`config.mk`:
```
export PLATFORM = sky130hd
export DESIGN_NAME = comparator
export DESIGN_NICKNAME = d
export VERILOG_FILES = /design/src/rtl/Opcodes_pkg.sv /design/src/rtl/Types_pkg.sv /design/src/rtl/comparator.sv
export SDC_FILE = /design/constraint.sdc
export NUM_CORES = 1
export LEC_CHECK = 0
export ABC_CLOCK_PERIOD_IN_PS = 6400
export CAP_MARGIN = 40
export CORE_ASPECT_RATIO = 1.1
export CORE_MARGIN = 3
export CORE_UTILIZATION = 43
export DETAILED_ROUTE_END_ITERATION = 7
export GPL_TIMING_DRIVEN = 1
export PLACE_DENSITY_LB_ADDON = 0.05
export SLEW_MARGIN = 20
export SYNTH_ARGS = -nofsm -noshare
export SYNTH_HDL_FRONTEND = slang
export SYNTH_SLANG_ARGS = --single-unit
```
`constraint.sdc`:
```
create_clock -name clk -period 6.4 [get_ports clk]
set_input_delay 0.64 -clock clk [delete_from_list [all_inputs] [get_ports clk]]
set_output_delay 0.64 -clock clk [all_outputs]
set_load 0.01 [all_outputs]
```
`src/rtl/Opcodes_pkg.sv`:
```
// RV32I opcode and funct3 encodings used by the branch unit.
// Shared with the decoder and the rest of the Vermicel core.
package Opcodes_pkg;

   typedef logic [6:0] opcode_t;
   typedef logic [2:0] funct3_t;

   localparam opcode_t OPCODE_BRANCH = 7'b1100011;
   localparam opcode_t OPCODE_OP_IMM = 7'b0010011;

   localparam funct3_t FUNCT3_BEQ  = 3'b000;
   localparam funct3_t FUNCT3_BNE  = 3'b001;
   localparam funct3_t FUNCT3_BLT  = 3'b100;
   localparam funct3_t FUNCT3_BGE  = 3'b101;
   localparam funct3_t FUNCT3_BLTU = 3'b110;
   localparam funct3_t FUNCT3_BGEU = 3'b111;

   // addi x0, x0, 0
   localparam logic [31:0] INSTR_NOP = 32'h0000_0013;

endpackage

```
`src/rtl/Types_pkg.sv`:
```
// Core-wide data types: machine word and decoded instruction.
// Field layout mirrors the raw RV32 instruction word.
package Types_pkg;

   typedef logic [31:0] word_t;

   typedef struct packed {
      logic [6:0]            funct7;
      logic [4:0]            rs2;
      logic [4:0]            rs1;
      Opcodes_pkg::funct3_t  funct3;
      logic [4:0]            rd;
      Opcodes_pkg::opcode_t  opcode;
   } instruction_t;

endpackage

```
`src/rtl/comparator.sv`:
```
// Branch-condition evaluator: combinational taken flag plus
// a registered copy and a taken-branch event counter.
module comparator
   import Opcodes_pkg::*;
   import Types_pkg::*;
(
   input  logic         clk,
   input  logic         reset_n,
   input  instruction_t instr,
   input  word_t        a,
   input  word_t        b,
   output logic         taken,
   output logic         taken_q,
   output logic [31:0]  branch_count
);

   logic        eq;
   logic        ltu;
   logic        lt;
   logic [31:0] count_q;
   logic [31:0] count_d;
   logic        unused_instr;

   // Only opcode and funct3 matter here.
   assign unused_instr = ^{instr.funct7, instr.rs2,
                           instr.rs1, instr.rd};

   // Everything is built from one equality and one
   // unsigned less-than; signs only break ties on bit 31.
   assign eq  = (a == b);
   assign ltu = (a < b);
   assign lt  = (a[31] != b[31]) ? a[31] : ltu;

   // Select the condition by funct3; opcode is ignored.
   always_comb begin
      taken = 1'b0;
      case (instr.funct3)
         FUNCT3_BEQ:  taken = eq;
         FUNCT3_BNE:  taken = !eq;
         FUNCT3_BLT:  taken = lt;
         FUNCT3_BGE:  taken = !lt;
         FUNCT3_BLTU: taken = ltu;
         FUNCT3_BGEU: taken = !ltu;
         default:     taken = 1'b0;
      endcase
   end

   // Count only real branches that resolve taken; wraps.
   always_comb begin
      count_d = count_q;
      if (instr.opcode == OPCODE_BRANCH && taken) begin
         count_d = count_q + 32'd1;
      end
   end

   // Registered decision and counter, async clear.
   always_ff @(posedge clk or negedge reset_n) begin
      if (!reset_n) begin
         taken_q <= 1'b0;
         count_q <= '0;
      end else begin
         taken_q <= taken;
         count_q <= count_d;
      end
   end

   assign branch_count = count_q;

endmodule

```
## Word-level counts from Yosys, hierarchy flattened

Index checks and enable logic that the tools add are counted.
W data, S select, Z words.

| word-level totals | value |
|---|---|
| register bits after elaboration | 33 |
| output and inout bits | 34 |

| operators by class | value |
|---|---|
| $add $sub $neg | 1 |
| magnitude comparators | 1 |
| equal/unequal tests | 8 |
| muxes and demuxes | 2 |
| reductions and logical operators | 5 |

Operator list:

| operator | count |
|---|---|
| $add A32 B1 Y32 const B | 1 |
| $eq A32 B32 Y1 | 1 |
| $lt A32 B32 Y1 | 1 |
| $eq A3 B3 Y1 const B | 4 |
| $eq A7 B7 Y1 const B | 1 |
| $pmux W1 S6 | 1 |
| $eq A3 B1 Y1 const B | 1 |
| $logic_not A1 Y1 | 3 |
| $logic_not A3 Y1 | 1 |
| $logic_and A1 B1 Y1 | 1 |
| $mux W1 | 1 |
| $ne A1 B1 Y1 | 1 |

## Logic depth before layout (Yosys ltp)

Gate-level depths: netlist of the first run.

| logic depth | value |
|---|---|
| depth in word-level cells | 5 |
| depth in mapped cells | 12 |

## Worst setup path after synthesis of the first run

No wires, ideal clock.

| timing | value |
|---|---|
| path kind | input -> output |
| start point | input port b[31] |
| end point | output port taken |
| data arrival time | 2516 ps |
| data required time | 5760 ps |
| path slack | 3244 ps |
| cell stages on the path | 9 |
| path through | inv_1 ha_1 nand4_1 nor4_1 o31a_1 mux2_1 and2_4 buf_6 inv_2 |

| between the ends | value |
|---|---|
| cells in the longest elaborated chain, start to end | 4 |
| elaborated cells between the ends (all ways) | 8 |
| classes of those cells | 1 x order compare; 2 x eq/ne; 2 x mux; 3 x reduce/logical |

Ends and longest elaborated chain:

| what | line | source |
|---|---|---|
| from (decl) | comparator.sv:11 | `input word_t b,` |
| $lt A32 B32 Y1 or $ne A1 B1 Y1 (tied branches) | comparator.sv:31, comparator.sv:32 |  |
| $mux W1 | comparator.sv:32 | `assign lt = (a[31] != b[31]) ? a[31] : ltu;` |
| $logic_not A1 Y1 | comparator.sv:41 | `FUNCT3_BGE: taken = !lt;` |
| $pmux W1 S6 * | comparator.sv:37 | `case (instr.funct3)` |
| to (decl) | comparator.sv:12 | `output logic taken,` |

Mark *: on every way between the ends. The rest lies on a longest branch, timed or not.

## Final worst setup path of the first run

Ends and elaborated chain as after synthesis.

==> results of run 1 <==
[per-stage QoR]
| stage | std cells | cell area, µm² |
|---|---|---|
| after CTS | 466 | 3762 |
| after global placement | 458 | 3669 |
| after global routing | 466 | 3762 |
| after floorplan | 278 | 2504 |
| after detailed placement | 459 | 3676 |
| final | 466 | 3762 |
[cells by family after synthesis]
group | Yosys count | share of synthesized area
xor gates and xnor gates | 32 | 0.1119
adders and majority gates | 33 | 0.1649
muxes | 2 | 0.008995
DFF | 33 | 0.3298
buffers and inverters | 41 | 0.06497
AOI/OAI and AO/OA | 29 | 0.07847
and+or+nand+nor | 108 | 0.2409
[state kept, by name (all words and copies together) (netlist names)]
name / cells
taken_q: 1
branch_count: 32
[cell usage in the layout (no fill, tap or decap), drive strengths merged]
cell             n
a311o            1
mux2             2
inv             36
nand4           15
dfrtp           33
and2             3
nand3           21
a21oi           14
and4bb           1
o211ai           1
nor3b            2
and4             1
xor2            21
buf              2
o31a             1
clkbuf           7
a221o            1
xnor2           11
nor4             2
nand2b           2
nand4b           1
or2              1
a211oi           1
nand2           19
a22oi            2
ha              33
nor4b            1
and3             9
clkdlybuf4s50  109
nor2            11
o21ai            5
nor2b            1
o311ai           1
a21o             1
a2111oi          1
nor3            18
[final timing paths]
| kind | from | endpoint | slack (ns) |
|---|---|---|---|
| setup / recovery | b[31] | taken | 1.89 |
| hold / removal | branch_count[31] | branch_count[31] | 0.47 |
| setup reg to reg | branch_count[5] | branch_count[28] | 3.89 |
| hold reg to reg | branch_count[31] | branch_count[31] | 0.47 |
| max in group asynchronous | reset_n | branch_count[17] | 5.34 |
| min in group asynchronous | reset_n | branch_count[28] | 0.75 |
[power groups by stage]
stage | clock network (mW) | registers [mW] | logic, mW
floorplan | 0 | 0.217 | 0.0500
global placement | 0 | 0.216 | 0.114
detailed placement | 0 | 0.216 | 0.117
CTS | 0.158 | 0.212 | 0.118
global route | 0.167 | 0.212 | 0.130
finish | 0.153 | 0.212 | 0.116
[routing by layer]
metal	vias to the layer above	global-route usage	wire length [µm]
met5	-	0	0
met4	0	0.05723	100
met3	8	0.04622	426
met2	74	0.3259	2936
met1	1079	0.1961	2317
li1	1195	-	-
[area by class of cell]
| cell class | count | area (µm²) | share of cell area |
|---|---|---|---|
| multi-input cells | 204 | 1515 | 0.4027 |
| repair buffers | 111 | 1106 | 0.2940 |
| flip-flops and latches | 33 | 825.8 | 0.2195 |
| inverters | 36 | 135.1 | 0.03592 |
| well taps | 75 | 93.84 | 0.02494 |
| clock buffers | 7 | 86.33 | 0.02295 |
==> flow_metrics.tcl, run 1 <==
set metrics [dict create \
    syn_area_um2 2504 \
    switchingPower_uw 117.1 \
    p_clk_frac 0.319 \
    wire_per_inst_um 12.41 \
    drv_cap 0 \
    cts_tree "built" \
    setup_ws_ns 1.890 \
    fp.dieH_um 86.03 \
    dp_slack_ns 1.837 \
    post_cts_buffers 0 \
    seq_power_share 0.441 \
    hp-class "reg2reg" \
    mappedNetlistNets 409 \
    cts_resized 0 \
    syn_inst 278 \
    status "finished clean" \
    crit_fanout 20 \
    worstHoldPathCells 1 \
    crit_path_end_kind "output port" \
    path_delay_family "buffers and inverters" \
    detail_route.vias_per_cell 5.056 \
    p_int_uw 364.3 \
    clk_path_buf_depth 2 \
    port_buffers 109 \
    drtIter0Drc 112 \
    rsz0062_at_grt "no" \
    grt_max_degree 34 \
    clk_latency_ns 0.28 \
    pwr-share-comb 0.241 \
    seq_area_frac_synth 0.3298 \
    start_kind "input pin" \
    yosysWarnings 0 \
    synth_edf_count 0 \
    cp_slowest_cell "nor4_1" \
    diodes 0 \
    final-max-slew-violation-count 0 \
    power_density_nw_per_um2 127.9 \
    vdd_drop_max_mv 0.08111 \
    crit_required_ns 5.76 \
    dieArea_um2 6775 \
    wirelength_um 5781 \
    drt-pass1-iter-count 4 \
    cts_root_buffer "clkbuf_8" \
    cts_sinks 33 \
    hold_buffers 0 \
    drc 0 \
    holdWs_ns 0.4690 \
    grt_pass1_wl_um 9742 \
    htreeDepth 2 \
    synth_ff_type "dfrtp_1" \
    grt_pass1_vias 2303 \
    floorplan.initialDensity 0.4552 \
    fmax_mhz 221.7 \
    synth.distinct_cells 40 \
    slowest_delay_ns 0.59 \
    antenna_left 0 \
    place.gp.congestion 0.7600 \
    antenna_found_initial 0 \
    vias 2356 \
    setup_viol 0 \
    synth.avg_cell_area_um2 9.006 \
    swShare 0.2432 \
    cts.clk_slew.worst_paths_ns 0.06 \
    crit_type "in2out" \
    critPathMostFrequentCell "clkdlybuf4s50_1" \
    p_leak_nw 1.803 \
    area_growth_pct 50.27 \
    async_reset_ff_frac 1.000 \
    die_w_um 78.76 \
    clock_skew_ns 0.004725 \
    fin_nets 522 \
    cp.arrival_ns 3.87 \
    cts_buffers 5 \
    yosys.area.top_type_share 0.3298 \
    total_power_uw 481.4 \
    fin_crit_sh 0.7046 \
    placementRows 28 \
    nFillCells 465 \
    ios 132 \
    dpl.hpwl_um 4799 \
    cp_num_buf_inv 4 \
    ys_ff_latch 33 \
    setup_tns_ns 0 \
    timing.slew.headroom 0.5941 \
    drive_above_1_share 0.04348 \
    synth_commonest_cells "35 x inv_1, 33 x dfrtp_1, 33 x ha_1, 21 x nand3_1, 21 x xor2_1" \
    synth_area_leader_cell "dfrtp_1" \
    hold_viol 0 \
    track_usage 0.1768 \
    coreArea_um2 5500 \
    grt_overflow 0 \
    crit_cells 10 \
    post-route-util 0.6840 \
    tightest_slew_ns 0.6033 \
    worst_r2r_path_depth 8 \
    ys_top_cells_by_area "dfrtp_1 33%, ha_1 16%, xor2_1 7.3%" \
    yosys.cell_count.top_type "inv_1" \
    cp_cell_sequence "clkdlybuf4s50_1 -> inv_1 -> ha_1 -> nand4_1 -> nor4_1 -> o31a_1 -> mux2_1 -> and2_4 -> inv_2 -> clkdlybuf4s50_1" \
    min_period_ns 4.510 \
]
Power figures use the tool's default switching activity.
==> run 2, diff against run 1 <==
ABC_CLOCK_PERIOD_IN_PS = 4100   (was 6400)
CORE_UTILIZATION = 36   (was 43)
clock period = 4.1 ns   (was 6.4 ns; I/O delays follow)
==> flow_metrics.tcl, run 2 (same netlist as run 1, synthesis figures left out) <==
set metrics [dict create \
    status "finished clean" \
    fin_crit_sh 0.9304 \
    wirelength_um 5885 \
    holdWs_ns 0.4749 \
    antenna_left 0 \
    rsz0062_at_grt "no" \
    min_period_ns 3.814 \
    crit_type "in2out" \
    cts.clk_slew.worst_paths_ns 0.07 \
    start_kind "input pin" \
    drc 0 \
    hold_viol 0 \
    dp_slack_ns 0.2271 \
    area_growth_pct 52.12 \
    cts_tree "built" \
    detail_route.vias_per_cell 4.945 \
    placementRows 31 \
    drv_cap 0 \
    diodes 0 \
    vias 2349 \
    wire_per_inst_um 12.39 \
    vdd_drop_max_mv 0.1809 \
    p_leak_nw 1.822 \
    drive_above_1_share 0.04835 \
    crit_required_ns 3.69 \
    setup_viol 0 \
    clk_path_buf_depth 2 \
    cts_resized 0 \
    hold_buffers 0 \
    fin_nets 523 \
    drtIter0Drc 78 \
    die_w_um 85.52 \
    floorplan.initialDensity 0.3753 \
    coreArea_um2 6671 \
    stdcell_area_um2 3809 \
    dpl.hpwl_um 4775 \
    power_density_nw_per_um2 217.6 \
    post_cts_buffers 0 \
    dp_cells 467 \
    tightest_slew_ns 0.5573 \
    cts_root_buffer "clkbuf_8" \
    finalNonFillerCells 475 \
    fp.dieH_um 93.47 \
    fmax_mhz 262.2 \
    clock_skew_ns 0.007495 \
    grt_max_degree 34 \
    ios 132 \
    place.gp.congestion 0.7133 \
    dieArea_um2 7993 \
    grt_pass1_wl_um 9818 \
    cts_buffers 5 \
    layout_common_cells "109 x clkdlybuf4s50_1, 35 x inv_1, 33 x ha_1, 33 x dfrtp_1" \
    cts_sinks 33 \
    grt_pass1_vias 2306 \
    timing.slew.headroom 0.6273 \
    crit_path_end_kind "output port" \
    layout_commonest_cell "clkdlybuf4s50_1" \
    largest_register_ffs 32 \
    crit_fanout 20 \
    setup_tns_ns 0 \
    total_power_uw 828.7 \
    drt-pass1-iter-count 4 \
    track_usage 0.1492 \
    hp-class "reg2reg" \
    clk_latency_ns 0.29 \
    setup_ws_ns 0.2856 \
    post-route-util 0.5709 \
    port_buffers 109 \
    grt_overflow 0 \
    antenna_found_initial 0 \
    htreeDepth 2 \
    final-max-slew-violation-count 0 \
    placed_cell_area_um2 3692 \
    cp.arrival_ns 3.40 \
]
==> run 2: power breakdown <==
part           internal, mW  switching, mW  total [mW]  leakage [nW]
Combinational         0.107         0.0736       0.180          1.31
Clock                 0.198          0.120       0.318        0.0585
Sequential            0.328        0.00232       0.331         0.454
Total                 0.633          0.196       0.829          1.82
==> run 2: worst paths after layout <==
| check | startpoint | end | slack (ns) | cells past startpoint |
|---|---|---|---|---|
| min in group asynchronous | reset_n | branch_count[28] | 0.52 | 2 |
| min reg2reg | branch_count[31] | branch_count[31] | 0.47 | 1 |
| min | branch_count[31] | branch_count[31] | 0.47 | 1 |
| max in group asynchronous | reset_n | branch_count[13] | 3.27 | 2 |
| max | b[14] | taken | 0.29 | 11 |
| max reg2reg | branch_count[5] | branch_count[25] | 1.61 | 8 |
==> run 2: routing by layer <==
metal | global-route usage | wire length, µm
met5 | 0 | 0
met4 | 0.05277 | 92
met3 | 0.02907 | 373
met2 | 0.2701 | 2953
met1 | 0.1734 | 2466
==> run 2: cell type report <==
type                    count  area [µm²]
clock inverters             1       30.03
repair buffers            112        1114
multi-input cells         204        1515
well taps                  82       102.6
clock buffers               7       86.33
fillers                   645        2863
inverters                  36       135.1
flip-flops and latches     33       825.8
==> run 2: critical path, cell delays in order <==
cell and delay, ns:
clkdlybuf4s50_1 0.46, inv_1 0.04, ha_1 0.30, nand4_1 0.14, nor2_1 0.09, a221o_1 0.32, o31a_1 0.37, mux2_1 0.33
and2_4 0.22, inv_2 0.15, clkdlybuf4s50_1 0.55
